<file path="src/rtl/lm_sm_sequencer_pkg.sv">
// rtl/lm_sm_sequencer_pkg.sv - shared state encoding and default sizes for the LM/SM sequencer
package lm_sm_sequencer_pkg;

    localparam int ADDR_W_DEF = 16;
    localparam int DATA_W_DEF = 16;
    localparam int NREGS_DEF  = 8;

    typedef enum logic [1:0] {
        S_IDLE = 2'd0,
        S_XFER = 2'd1,
        S_DONE = 2'd2
    } state_t;

    // Index width for an n-entry register list; never narrower than one bit.
    function automatic int idx_w(input int n);
        return (n > 1) ? $clog2(n) : 1;
    endfunction

endpackage

</file>
<file path="src/rtl/lm_sm_sequencer_if.sv">
// rtl/lm_sm_sequencer_if.sv - command, register-file and data-memory signals of the LM/SM sequencer
interface lm_sm_sequencer_if
    import lm_sm_sequencer_pkg::*;
#(
    parameter int ADDR_W = ADDR_W_DEF,
    parameter int DATA_W = DATA_W_DEF,
    parameter int NREGS  = NREGS_DEF
);
    localparam int IDX_W = idx_w(NREGS);

    logic              start;
    logic              is_store;
    logic [ADDR_W-1:0] base_addr;
    logic [NREGS-1:0]  reg_list;
    logic              hold;
    logic [DATA_W-1:0] rf_rdata;
    logic [DATA_W-1:0] mem_rdata;

    logic              busy;
    logic              stall_req;
    logic              done;
    logic [IDX_W-1:0]  reg_idx;
    logic [ADDR_W-1:0] mem_addr;
    logic [DATA_W-1:0] mem_wdata;
    logic              mem_write_n;
    logic              rf_we;
    logic [DATA_W-1:0] rf_wdata;

    // The sequencer itself.
    modport master (
        input  start, is_store, base_addr, reg_list, hold, rf_rdata, mem_rdata,
        output busy, stall_req, done, reg_idx, mem_addr, mem_wdata,
        output mem_write_n, rf_we, rf_wdata
    );

    // Pipeline, register file and data memory around it.
    modport slave (
        output start, is_store, base_addr, reg_list, hold, rf_rdata, mem_rdata,
        input  busy, stall_req, done, reg_idx, mem_addr, mem_wdata,
        input  mem_write_n, rf_we, rf_wdata
    );

endinterface

</file>
<file path="src/rtl/lm_sm_sequencer_lsb_priority_enc.sv">
// rtl/lm_sm_sequencer_lsb_priority_enc.sv - combinational index of the lowest set bit, with valid flag
module lsb_priority_enc
    import lm_sm_sequencer_pkg::*;
#(
    parameter int N = NREGS_DEF
) (
    input  logic [N-1:0]         vec,
    output logic [idx_w(N)-1:0]  idx,
    output logic                 valid
);
    localparam int W = idx_w(N);

    // Scanning downward lets the lowest set bit overwrite any higher one.
    always_comb begin
        idx   = '0;
        valid = |vec;
        for (int i = N - 1; i >= 0; i--) begin
            if (vec[i]) begin
                idx = W'(i);
            end
        end
    end

endmodule

</file>
<file path="src/rtl/lm_sm_sequencer.sv">
// rtl/lm_sm_sequencer.sv - walks an LM/SM register list and issues one data-memory access per set bit
module lm_sm_sequencer
    import lm_sm_sequencer_pkg::*;
#(
    parameter int ADDR_W = ADDR_W_DEF,
    parameter int DATA_W = DATA_W_DEF,
    parameter int NREGS  = NREGS_DEF
) (
    input  logic              clk,
    input  logic              reset,
    lm_sm_sequencer_if.master bus
);
    localparam int IDX_W = idx_w(NREGS);

    state_t            state;
    logic [NREGS-1:0]  list_q;
    logic [ADDR_W-1:0] base_q;
    logic [ADDR_W-1:0] offset_q;
    logic              store_q;
    logic              busy_q;
    logic              done_q;

    logic [IDX_W-1:0]  cur_idx;
    logic              cur_valid;
    logic [NREGS-1:0]  list_next;
    logic              step;

    lsb_priority_enc #(.N(NREGS)) u_enc (
        .vec   (list_q),
        .idx   (cur_idx),
        .valid (cur_valid)
    );

    always_comb begin
        list_next = list_q & ~(NREGS'(1) << cur_idx);
    end

    // A transfer happens this cycle only when not frozen and not being reset.
    assign step = (state == S_XFER) && cur_valid && !bus.hold && !reset;

    always_ff @(posedge clk) begin
        if (reset) begin
            state    <= S_IDLE;
            list_q   <= '0;
            base_q   <= '0;
            offset_q <= '0;
            store_q  <= 1'b0;
            busy_q   <= 1'b0;
            done_q   <= 1'b0;
        end else begin
            case (state)
                S_IDLE: begin
                    if (bus.start) begin
                        base_q   <= bus.base_addr;
                        list_q   <= bus.reg_list;
                        store_q  <= bus.is_store;
                        offset_q <= '0;
                        busy_q   <= 1'b1;
                        if (bus.reg_list == '0) begin
                            state  <= S_DONE;
                            done_q <= 1'b1;
                        end else begin
                            state  <= S_XFER;
                        end
                    end
                end
                S_XFER: begin
                    if (!bus.hold) begin
                        list_q   <= list_next;
                        offset_q <= offset_q + ADDR_W'(1);
                        if (list_next == '0) begin
                            state  <= S_DONE;
                            done_q <= 1'b1;
                        end
                    end
                end
                S_DONE: begin
                    state  <= S_IDLE;
                    busy_q <= 1'b0;
                    done_q <= 1'b0;
                end
                default: begin
                    state  <= S_IDLE;
                    busy_q <= 1'b0;
                    done_q <= 1'b0;
                end
            endcase
        end
    end

    assign bus.busy        = busy_q;
    assign bus.done        = done_q;
    assign bus.stall_req   = busy_q || ((state == S_IDLE) && bus.start && !reset);
    assign bus.reg_idx     = cur_idx;
    assign bus.mem_addr    = base_q + offset_q;
    assign bus.mem_write_n = !(step && store_q);
    assign bus.rf_we       = step && !store_q;
    assign bus.mem_wdata   = bus.rf_rdata;
    assign bus.rf_wdata    = bus.mem_rdata;

endmodule

</file>
<file path="src/flat_wrapper.sv">
// flat-port wrapper written by rule: the top's interface ports become plain ports
module lm_sm_sequencer_flat import lm_sm_sequencer_pkg::*;
#(
    parameter int ADDR_W = ADDR_W_DEF,
    parameter int DATA_W = DATA_W_DEF,
    parameter int NREGS  = NREGS_DEF
)
  (clk, reset, bus_start, bus_is_store, bus_base_addr, bus_reg_list, bus_hold, bus_rf_rdata, bus_mem_rdata, bus_busy, bus_stall_req, bus_done, bus_reg_idx, bus_mem_addr, bus_mem_wdata, bus_mem_write_n, bus_rf_we, bus_rf_wdata);
  lm_sm_sequencer_if #(.ADDR_W(ADDR_W), .DATA_W(DATA_W), .NREGS(NREGS)) bus_i ();
  input  logic clk;
  input  logic reset;
  input wire logic [$bits(bus_i.start)-1:0] bus_start;
  input wire logic [$bits(bus_i.is_store)-1:0] bus_is_store;
  input wire logic [$bits(bus_i.base_addr)-1:0] bus_base_addr;
  input wire logic [$bits(bus_i.reg_list)-1:0] bus_reg_list;
  input wire logic [$bits(bus_i.hold)-1:0] bus_hold;
  input wire logic [$bits(bus_i.rf_rdata)-1:0] bus_rf_rdata;
  input wire logic [$bits(bus_i.mem_rdata)-1:0] bus_mem_rdata;
  output wire logic [$bits(bus_i.busy)-1:0] bus_busy;
  output wire logic [$bits(bus_i.stall_req)-1:0] bus_stall_req;
  output wire logic [$bits(bus_i.done)-1:0] bus_done;
  output wire logic [$bits(bus_i.reg_idx)-1:0] bus_reg_idx;
  output wire logic [$bits(bus_i.mem_addr)-1:0] bus_mem_addr;
  output wire logic [$bits(bus_i.mem_wdata)-1:0] bus_mem_wdata;
  output wire logic [$bits(bus_i.mem_write_n)-1:0] bus_mem_write_n;
  output wire logic [$bits(bus_i.rf_we)-1:0] bus_rf_we;
  output wire logic [$bits(bus_i.rf_wdata)-1:0] bus_rf_wdata;
  assign bus_i.start = bus_start;
  assign bus_i.is_store = bus_is_store;
  assign bus_i.base_addr = bus_base_addr;
  assign bus_i.reg_list = bus_reg_list;
  assign bus_i.hold = bus_hold;
  assign bus_i.rf_rdata = bus_rf_rdata;
  assign bus_i.mem_rdata = bus_mem_rdata;
  assign bus_busy = bus_i.busy;
  assign bus_stall_req = bus_i.stall_req;
  assign bus_done = bus_i.done;
  assign bus_reg_idx = bus_i.reg_idx;
  assign bus_mem_addr = bus_i.mem_addr;
  assign bus_mem_wdata = bus_i.mem_wdata;
  assign bus_mem_write_n = bus_i.mem_write_n;
  assign bus_rf_we = bus_i.rf_we;
  assign bus_rf_wdata = bus_i.rf_wdata;
  lm_sm_sequencer #(.ADDR_W(ADDR_W), .DATA_W(DATA_W), .NREGS(NREGS)) u_core (.clk(clk), .reset(reset), .bus(bus_i));
endmodule
</file>
<file path="config.mk">
export PLATFORM = sky130hd
export DESIGN_NAME = lm_sm_sequencer_flat
export DESIGN_NICKNAME = d
export VERILOG_FILES = /design/src/rtl/lm_sm_sequencer_pkg.sv /design/src/rtl/lm_sm_sequencer_if.sv /design/src/rtl/lm_sm_sequencer_lsb_priority_enc.sv /design/src/rtl/lm_sm_sequencer.sv /design/src/flat_wrapper.sv
export SDC_FILE = /design/constraint.sdc
export NUM_CORES = 1
export LEC_CHECK = 0
export CAP_MARGIN = 20
export CORE_ASPECT_RATIO = 2
export CORE_MARGIN = 2
export CORE_UTILIZATION = 45
export CTS_BUF_LIST = sky130_fd_sc_hd__clkbuf_4 sky130_fd_sc_hd__clkbuf_8
export CTS_CLUSTER_DIAMETER = 200
export CTS_CLUSTER_SIZE = 12
export DETAILED_ROUTE_END_ITERATION = 8
export PLACE_DENSITY = 0.83
export SLEW_MARGIN = 20
export SYNTH_ARGS = -nofsm -noshare
export SYNTH_HDL_FRONTEND = slang
export SYNTH_SLANG_ARGS = --single-unit
</file>
<file path="constraint.sdc">
create_clock -name clk -period 3.4 [get_ports clk]
set_input_delay 1.02 -clock clk [delete_from_list [all_inputs] [get_ports clk]]
set_output_delay 1.02 -clock clk [all_outputs]
set_load 0.01 [all_outputs]
</file>
# Yosys cells after proc, flatten, opt, wreduce, memory -nomap -nowiden
# Cells that the tools add are included.
# totals
inputBits,61
word_cells,66
ff_bits,45
# classes
shifts,1
add_sub_neg,2
n_reduce_logical,22
n_eq_ne,5
n_mux,26
bitwise,3
# ops
op,count
$mux W16,2
$pmux W16 S2,1
$mux W3,8
$add A16 B1 Y16 const B,1
$add A16 B16 Y16,1
$logic_not A8 Y1,2
$mux W8,2
$pmux W8 S2,1
$and A8 B8 Y8,1
$mux W2,4
$not A8 Y8,1
$reduce_or A8 Y1,1
$shl A1 B3 Y8 const A,1
$logic_and A1 B1 Y1,7
$ne A2 B2 Y1 const B,3
$reduce_and A3 Y1,2
$mux W1,5
$logic_not A1 Y1,4
$pmux W1 S2,2
$pmux W2 S2,1
$reduce_and A2 Y1,2
$reduce_and A4 Y1,1
$eq A2 B1 Y1 const B,1
$logic_not A2 Y1,1
other kinds (4),4

# Logic depth before layout (Yosys ltp)
# Gate-level depths: netlist of the first run.
# logic_depth
depth_word,15
depth_mapped,9

# Modules after synthesis
# From an unflattened synthesis of the first run, not the netlist that was laid out.
# hier_totals
hier_cells,388
area_unflattened_um2,3024.2
# by_module_without_submodules
module,instances,cells_each,area_each_um2
lm_sm_sequencer,1,375,2942.8
lsb_priority_enc,1,13,81.3

# Least setup slack after synthesis of the first run
# No wires, ideal clock.
# synth_timing
path_kind,register to output
from,register u_core.offset_q[0]
to,output bus_mem_addr[14]
stages_incl_launch_ff,10
arrival_ns,2.204
t_required_ns,2.380
path_slack_ns,0.176
n_path_buf,0
path_cell_list,dfxtp_1 -> ha_1 -> inv_1 -> fa_1 -> and2b_1 -> o31a_1 -> o22ai_2 -> o21ai_2 -> and4bb_2 -> a211o_2
# synth_between
elab_chain_len,1
# synth_rtl
item,line_no,source
from (decl),lm_sm_sequencer.sv:18,logic [ADDR_W-1:0] offset_q;
from (signal assigned),lm_sm_sequencer.sv:70,offset_q <= offset_q + ADDR_W'(1);
$add A16 B16 Y16,lm_sm_sequencer.sv:95,assign bus.mem_addr = base_q + offset_q;
to (decl),flat_wrapper.sv:23,output wire logic [$bits(bus_i.mem_addr)-1:0] bus_mem_addr;
# No other way between the ends.

# Final worst setup path of the first run
# Same ends and word-level chain as after synthesis.

==> out/metrics.csv, run 1 <==
stage,metric,value,unit
global_routing,grt_start_max_net_pins,32,
setup_path,r2r_end,u_core.state[0]$_SDFFE_PP0P_,
setup_path,r2r_slack,1420,ps
synth,synth_commonest_cells,"nand2_1, dfxtp_1, a21oi_1, nor2_1, buf_4",
sta,rsz0062_at_grt,true,
synth,syn_area_per_cell,7.76,um2
layout,diodes,0,
routing,drt_iter0_drc,76,
setup_path,rr_startpoint,u_core.list_q[0]$_SDFFE_PP0P_,
status,violations,setup timing,
synth,ys_seq_area_share,31.4,%
place,placed_cell_area,3440,um2
sta,setup_violations,2,
sta,period_share,103,%
routing,vias,2650,
clock_tree,postCtsHoldBufs,0,
die,coreArea,6260,um2
global_routing,grt_pass1_wl,11600,um
clock_tree,cts-root-buf,clkbuf_8,
clock_tree,cts_tree,yes,
layout,area.growth.synth_to_final,24.2,%
power,cell_internal_pwr,861,uW
sta,max_freq,286,MHz
sta,slew-limit-headroom,65.6,%
global_routing,antenna_found_initial,0,
synth,synthesis.yosys.warnings,0,
power,p_per_area,337,nW/um2
clock_tree,path_clk_slew,80,ps
die,die_area,7070,um2
clock_tree,clock_path_buffers,2,
layout,nets,496,
setup_path,worst_path_max_delay_cell,dfxtp_2,
synth,synth_top_cells_by_area,"dfxtp_1, buf_4, a21oi_1, nand2_1, ha_1",
place,dp.cells,495,
status,outcome,finished with violations,
setup_path,cp.arrival,2480,ps
die,ioPinCount,117,
layout,design_area,3560,um2
sta,drv_slew,0,
setup_path,ff2ff_path_depth,6,
run,cap_viol_max_count,0,
sta,fin_ws,-101,ps
routing,drt_pass1_iterations,4,
setup_path,cp-endpoint,bus_mem_addr[14],
sta,final_hold_viol_count,0,
routing,wl_per_cell,13.9,um
synth,netlist_area,2870,um2
layout,fin_cells,504,
place,dp_hpwl,5450,um
clock_tree,clock-sinks,45,
place,dp_slack,-472,ps
setup_path,required,2380,ps
setup_path,timing.critical_path.from,u_core.offset_q[0]$_SDFFE_PP0P_,
sta,tightest_slew,515,ps
sta,fin_skew,5.48,ps
place,place_congestion,0.874,
power,max-vdd-ir-drop,0.000338,V
synth,synth_top_area_share,31.4,%
routing,drc,0,
sta,fin_tns_setup,-172,ps
synth,async_flop_share,0,%
setup_path,critPathMaxStageDelay,360,ps
clock_tree,insertion_delay,300,ps
setup_path,path_cells,ha_4 > inv_2 > fa_2 > and2b_1 > o31a_1 > o22ai_2 > o21ai_2 > and4bb_2 > a211o_2 > buf_6,
routing,vias_per_cell,5.26,
synth,synth_edf_count,0,
synth,synthDistinctLibCells,51,
setup_path,crit_fanout,3,
power,pwr-share-comb,23.5,%
synth,synth_fp_nets,448,
power,sw_frac_of_total,28.3,%
clock_tree,numCtsBuffers,5,
die,start_util,45.9,%
routing,ant_nets,0,
synth,synth_ff_type,dfxtp_1,
setup_path,crit_type,register to primary output,
setup_path,end_kind,primary output,
routing,routed_wirelength,7010,um
synth,synth_most_common_cell,nand2_1,
setup_path,start_kind,register,
synth,synth_seq_cells,45,
sta,final.min_clock_period,3500,ps
global_routing,grt-ovfl-total,0,
power,clockPowerShare,28.5,%
power,sequentialPowerShare,48.0,%
power,power_leakage,1.50,nW
clock_tree,cts-htree-levels,2,
die,num_rows,41,
die,die_x,60.5,um
synth,yosys.area.top_type,dfxtp_1,
layout,drive_above_1_share,16.0,%
power,p_sw,339,uW
synth,syn_inst,370,
die,die-height,117,um
global_routing,grt.total_usage,21.5,%
global_routing,grt_pass1_vias,2588,
min_path,hold_path.class,register to register,
place,port-buffer-count,52,
## metal layers
layer / vias to the layer above / share of wire [%] / GRT usage (%)
li1: 1340 / - / -
met1: 1200 / 36 / 22.4
met2: 70 / 54 / 38.4
met3: 40 / 4.8 / 2.97
met4: 0 / 5.8 / 13.9
met5: - / 0 / 0
## worst max-delay path: cells and delay by family (launching register included)
kind | cells | cell delay, ps
AOI/OAI and AO/OA | 4 | 730
adders and majority gates | 2 | 470
and+or+nand+nor | 2 | 460
DFF | 1 | 360
buffers and inverters | 2 | 150
## layout by cell type, fill, tap and decap left out, types with 10 or more instances in the layout
master / instances
nand2_1: 54
dfxtp_1: 43
a21oi_1: 41
nor2_1: 38
clkdlybuf4s50_1: 37
buf_4: 30
ha_1: 15
xor2_1: 13
xnor2_1: 12
o21ai_0: 12
inv_1: 11
nand3_1: 10
## registers in the layout (all words and copies together), names as in the netlist
signal,cells
u_core.state,2
u_core.store_q,1
u_core.bus.done,1
u_core.base_q,16
u_core.offset_q,16
u_core.list_q,8
u_core.bus.busy,1
## timing repair
item,4_1_cts,5_1_grt
resized for setup,40,17
setup endpoints to repair,15,11
pin swaps,8,9
setup buffers,0,2
## cell type report
| type | instances | area, um2 |
|---|---|---|
| tap | 86 | 108 |
| sequential | 45 | 903 |
| multi-input combinational | 270 | 1690 |
| timing repair buffer | 84 | 731 |
| fill | 582 | 2700 |
| clock buffer | 7 | 90.1 |
| inverter | 12 | 45.0 |
## metrics by stage
stage | util (%) | power, mW | hold slack, ps
after floorplan | - | 0.772 | 440
after global placement | 54.9 | 0.865 | 448
after detailed placement | 54.9 | 0.870 | 456
after CTS | 56.7 | 1.21 | 467
after global routing | 56.9 | 1.26 | 491
final | 56.9 | 1.20 | 464
## how the worst min path moves through the flow
stage	end	cells past startpoint	start	slack, ps
2_1_floorplan	u_core.base_q[0]$_SDFFE_PP0P_	2	u_core.base_q[0]$_SDFFE_PP0P_	440
4_1_cts	u_core.base_q[12]$_SDFFE_PP0P_	2	u_core.base_q[12]$_SDFFE_PP0P_	470
3_5_place_dp	u_core.base_q[12]$_SDFFE_PP0P_	2	u_core.base_q[12]$_SDFFE_PP0P_	460
5_1_grt	u_core.base_q[12]$_SDFFE_PP0P_	2	u_core.base_q[12]$_SDFFE_PP0P_	490
6_report	u_core.base_q[12]$_SDFFE_PP0P_	2	u_core.base_q[12]$_SDFFE_PP0P_	460
3_3_place_gp	u_core.base_q[12]$_SDFFE_PP0P_	2	u_core.base_q[12]$_SDFFE_PP0P_	450
## kinds of logic (layout without fill, tap and decap cells)
family,Yosys count,in the layout,share of synthesized area (%)
multiplexers,1,1,0.349
flip-flops,45,45,31.4
AND/OR/NAND/NOR,138,138,22.2
adder cells (fa/ha/maj),19,19,8.37
AO/OA/AOI/OAI,87,87,18.5
XOR/XNOR,25,25,7.63
buffers and inverters,55,103,11.5
## power groups by stage
stage          sequential, mW  clock [mW]  combinational [mW]
2_1_floorplan           0.580           0               0.192
3_3_place_gp            0.585           0               0.280
3_5_place_dp            0.587           0               0.284
4_1_cts                 0.575       0.355               0.284
5_1_grt                 0.580       0.372               0.312
6_report                0.576       0.342               0.283
Note: power is estimated with default switching activity, not from simulation.
==> inputs of run 2 (changes only) <==
--- a/config.mk
+++ b/config.mk
@@ -6,15 +6,19 @@
 export NUM_CORES = 1
 export LEC_CHECK = 0
 export CAP_MARGIN = 20
+export CELL_PAD_IN_SITES_DETAIL_PLACEMENT = 0
+export CELL_PAD_IN_SITES_GLOBAL_PLACEMENT = 2
 export CORE_ASPECT_RATIO = 2
 export CORE_MARGIN = 2
-export CORE_UTILIZATION = 45
+export CORE_UTILIZATION = 25
 export CTS_BUF_LIST = sky130_fd_sc_hd__clkbuf_4 sky130_fd_sc_hd__clkbuf_8
 export CTS_CLUSTER_DIAMETER = 200
 export CTS_CLUSTER_SIZE = 12
 export DETAILED_ROUTE_END_ITERATION = 8
-export PLACE_DENSITY = 0.83
+export HOLD_SLACK_MARGIN = 0.06
+export PLACE_DENSITY_LB_ADDON = 0.1
 export SLEW_MARGIN = 20
 export SYNTH_ARGS = -nofsm -noshare
 export SYNTH_HDL_FRONTEND = slang
+export SYNTH_HIERARCHICAL = 1
 export SYNTH_SLANG_ARGS = --single-unit
==> run 2 against run 1 <==
Against the previous run:
- the flow now finishes without violations
- clock skew grew 10 ps
- synthesized cell count rose by 4.9%
- worst setup slack better by 180 ps
- clock power up 43%
- final area increased by 15%
- sequential share of layout area down 3.3 points
- count of clock-buffer cells in the layout decreased by 2
- sequential cell count is the same
- fmax up 5.4%
- core utilization down 22 points
- critical endpoint is now bus_stall_req
- largest cell class unchanged
==> out/metrics.csv, run 2 <==
stage,metric,value,unit,change
layout,design_area,4110,um2,+15%
global_routing,grt-ovfl-total,0,,unchanged
sta,setup_violations,0,,-2
routing,drt_iter0_drc,61,,-20%
clock_tree,cts_tree,yes,,
die,ioPinCount,117,,unchanged
place,dp_hpwl,7680,um,+41%
setup_path,cp.arrival,2300,ps,-180 ps
setup_path,required,2380,ps,about the same
routing,wl_per_cell,16.1,um,+16%
clock_tree,insertion_delay,310,ps,about the same
power,clockPowerShare,27.9,%,-0.6 points
routing,drt_pass1_iterations,4,,unchanged
setup_path,worst_path_max_delay_cell,clkdlybuf4s50_1,,
sta,max_freq,301,MHz,+5.4%
place,dp_slack,-441,ps,+30.5 ps
sta,fin_ws,77.3,ps,+178 ps
global_routing,grt_pass1_wl,15200,um,+31%
routing,drc,0,,unchanged
power,p_per_area,427,nW/um2,+27%
synth,synth_top_area_share,29.8,%,-1.6 points
clock_tree,numCtsBuffers,5,,unchanged
setup_path,timing.critical_path.from,bus_start,,
setup_path,path_cells,clkdlybuf4s50_1 > nand2_1 > o21bai_1 > clkdlybuf4s50_1,,
min_path,holdCritStartpoint,u_core/base_q[12]$_SDFFE_PP0P_,,
synth,synth_commonest_cells,"nand2_1, dfxtp_1, a21oi_1, buf_4, nor2_1",,
synth,yosys.area.top_type,dfxtp_1,,
synth,synth_seq_cells,45,,unchanged
die,num_rows,56,,+37%
routing,vias_per_cell,4.85,,-7.9%
layout,area.growth.synth_to_final,35.9,%,
power,sequentialPowerShare,35.9,%,-12 points
clock_tree,clock-sinks,45,,unchanged
synth,synthesis.yosys.warnings,6,,+6
die,die-height,160,um,+36%
sta,period_share,97.7,%,-5.2 points
power,sw_frac_of_total,33.7,%,+5.4 points
status,outcome,completed,,
layout,layout_commonest_cell,nand2_1,,
min_path,hold_path.class,register to register,,
layout,top_regs,"u_core/base_q: 16 flops, u_core/offset_q: 16 flops, u_core/list_q: 8 flops",,
synth,synth_edf_count,0,,unchanged
layout,drive_above_1_share,22.2,%,+6.2 points
layout,utilization,34.9,%,-22 points
setup_path,crit_type,input port to primary output,,
clock_tree,clock_path_buffers,2,,unchanged
die,coreArea,11800,um2,+88%
layout,diodes,0,,unchanged
die,die_x,81.8,um,+35%
sta,fin_skew,16.0,ps,+10.5 ps
die,die_area,13000,um2,+84%
sta,slew-limit-headroom,71.9,%,+6.3 points
sta,final.min_clock_period,3320,ps,-178 ps
power,p_sw,591,uW,+74%
place,port-buffer-count,52,,unchanged
global_routing,antenna_found_initial,0,,unchanged
setup_path,crit_top_cell,clkdlybuf4s50_1,,
global_routing,grt_pass1_vias,3043,,+18%
synth,synth_fp_nets,466,,+4.0%
synth,synth_ff_type,dfxtp_1,,
routing,vias,2907,,+9.7%
power,cell_internal_pwr,1.16,mW,+35%
sta,tightest_slew,421,ps,-94.6 ps
sta,drv_slew,0,,unchanged
sta,final_hold_viol_count,0,,unchanged
global_routing,grt.total_usage,15.4,%,-6.1 points
synth,async_flop_share,0,%,unchanged
global_routing,grt_start_max_net_pins,23,,-28%
synth,netlist_area,3020,um2,+5.4%
routing,ant_nets,0,,unchanged
synth,ys_seq_area_share,29.8,%,-1.6 points
run,cap_viol_max_count,0,,unchanged
layout,nFillCells,1299,,+120%
setup_path,end_kind,primary output,,
layout,nets,532,,+7.3%
clock_tree,cts-htree-levels,2,,unchanged
clock_tree,cts-root-buf,clkbuf_8,,
synth,syn_area_per_cell,7.79,um2,+0.47%
die,start_util,25.7,%,-20 points
synth,synth_most_common_cell,nand2_1,,
setup_path,rr_startpoint,u_core/list_q[7]$_SDFFE_PP0P_,,
sta,rsz0062_at_grt,true,,
power,power_leakage,1.71,nW,+14%
place,placed_cell_area,3810,um2,+11%
setup_path,critPathMaxStageDelay,560,ps,+200 ps
power,pwr-share-comb,36.2,%,+13 points
place,place_congestion,0.782,,-10%
layout,layout_common_cells,"nand2_1, buf_4, dfxtp_1",,
synth,synth_top_cells_by_area,"dfxtp_1, buf_4, nand2_1, a21oi_1, ha_1",,
setup_path,start_kind,input port,,
setup_path,crit_fanout,2,,-1
power,max-vdd-ir-drop,0.000226,V,-33%
routing,routed_wirelength,9690,um,+38%
synth,syn_inst,388,,+4.9%
synth,synthDistinctLibCells,55,,+7.8%
clock_tree,path_clk_slew,80,ps,about the same
-- run 2: cell types whose count changed after synthesis, moves of 3 or more --
cell / before / now
a21oi_1: 41 / 44
nand2_1: 54 / 60
nor2_1: 38 / 32
o21a_1: 7 / 2
inv_1: 12 / 9
nand3b_1: 0 / 4
o21bai_1: 1 / 4
-- run 2: area by class of cell --
cell class / count / area [um2] / share of cell area [%]
multi-input cells: 289 / 1980 / 48.1
flip-flops and latches: 45 / 906 / 22.0
repair buffers: 104 / 880 / 21.4
well taps: 145 / 181 / 4.41
clock buffers: 5 / 68.8 / 1.67
clock inverters: 3 / 65.1 / 1.58
inverters: 9 / 33.8 / 0.822
-- run 2: path summary, 6_finish.rpt --
path                                    endpoint  slack [ps]  cells after the start
hold reg to reg   u_core/base_q[12]$_SDFFE_PP0P_         470                      2
setup reg to reg    u_core/state[1]$_SDFFE_PP0P_        1060                      8
hold / removal    u_core/base_q[12]$_SDFFE_PP0P_         470                      2
setup / recovery                   bus_stall_req          80                      4
-- run 2: routing by layer --
layer / vias to the layer above / GRT usage (%) / routed length (um)
met4: 0 / 5.76 / 200
met3: 13 / 1.87 / 237
li1: 1464 / - / -
met5: - / 0 / 0
met2: 57 / 32.2 / 6070
met1: 1373 / 13.5 / 3170
-- run 2: power by group through the flow --
stage	Combinational [mW]	Sequential [mW]	Clock (mW)
global route	0.706	0.640	0.532
floorplan	0.395	0.625	0
detailed placement	0.642	0.640	0
global placement	0.644	0.638	0
CTS	0.640	0.628	0.513
finish	0.635	0.631	0.489
-- run 2: cell families (layout without fill, tap and decap cells) --
logic type	count (synthesis)	after routing	share of synthesized area, %
simple gates	147	147	23.6
compound gates	101	101	21.5
buf+inv	54	121	10.8
fa+ha+maj	17	17	7.28
xor+xnor	24	24	6.95
flops	45	45	29.8
-- run 2: timing repair --
| action | in CTS | in global routing |
|---|---|---|
| gates resized for setup | 40 | 28 |
| pin swaps | 5 | 10 |
| setup buffers | 0 | 1 |
| hold buffers | 0 | 0 |
| setup endpoints to repair | 15 | 11 |
-- run 2: stage by stage --
step	TNS, ps	cells	total power [mW]	hold slack, ps
after floorplan	0	388	1.02	441
after CTS	-2.18	599	1.78	475
after global routing	-94.2	600	1.88	492
after detailed placement	-1540	591	1.28	461
final	0	600	1.76	469
after global placement	-1480	591	1.28	449
-- run 2: worst max-delay path: cells and delay by family --
kind / cells / cell delay (ps)
buffers and inverters: 2 / 1050
AND/OR/NAND/NOR: 1 / 80
AO/OA/AOI/OAI: 1 / 160
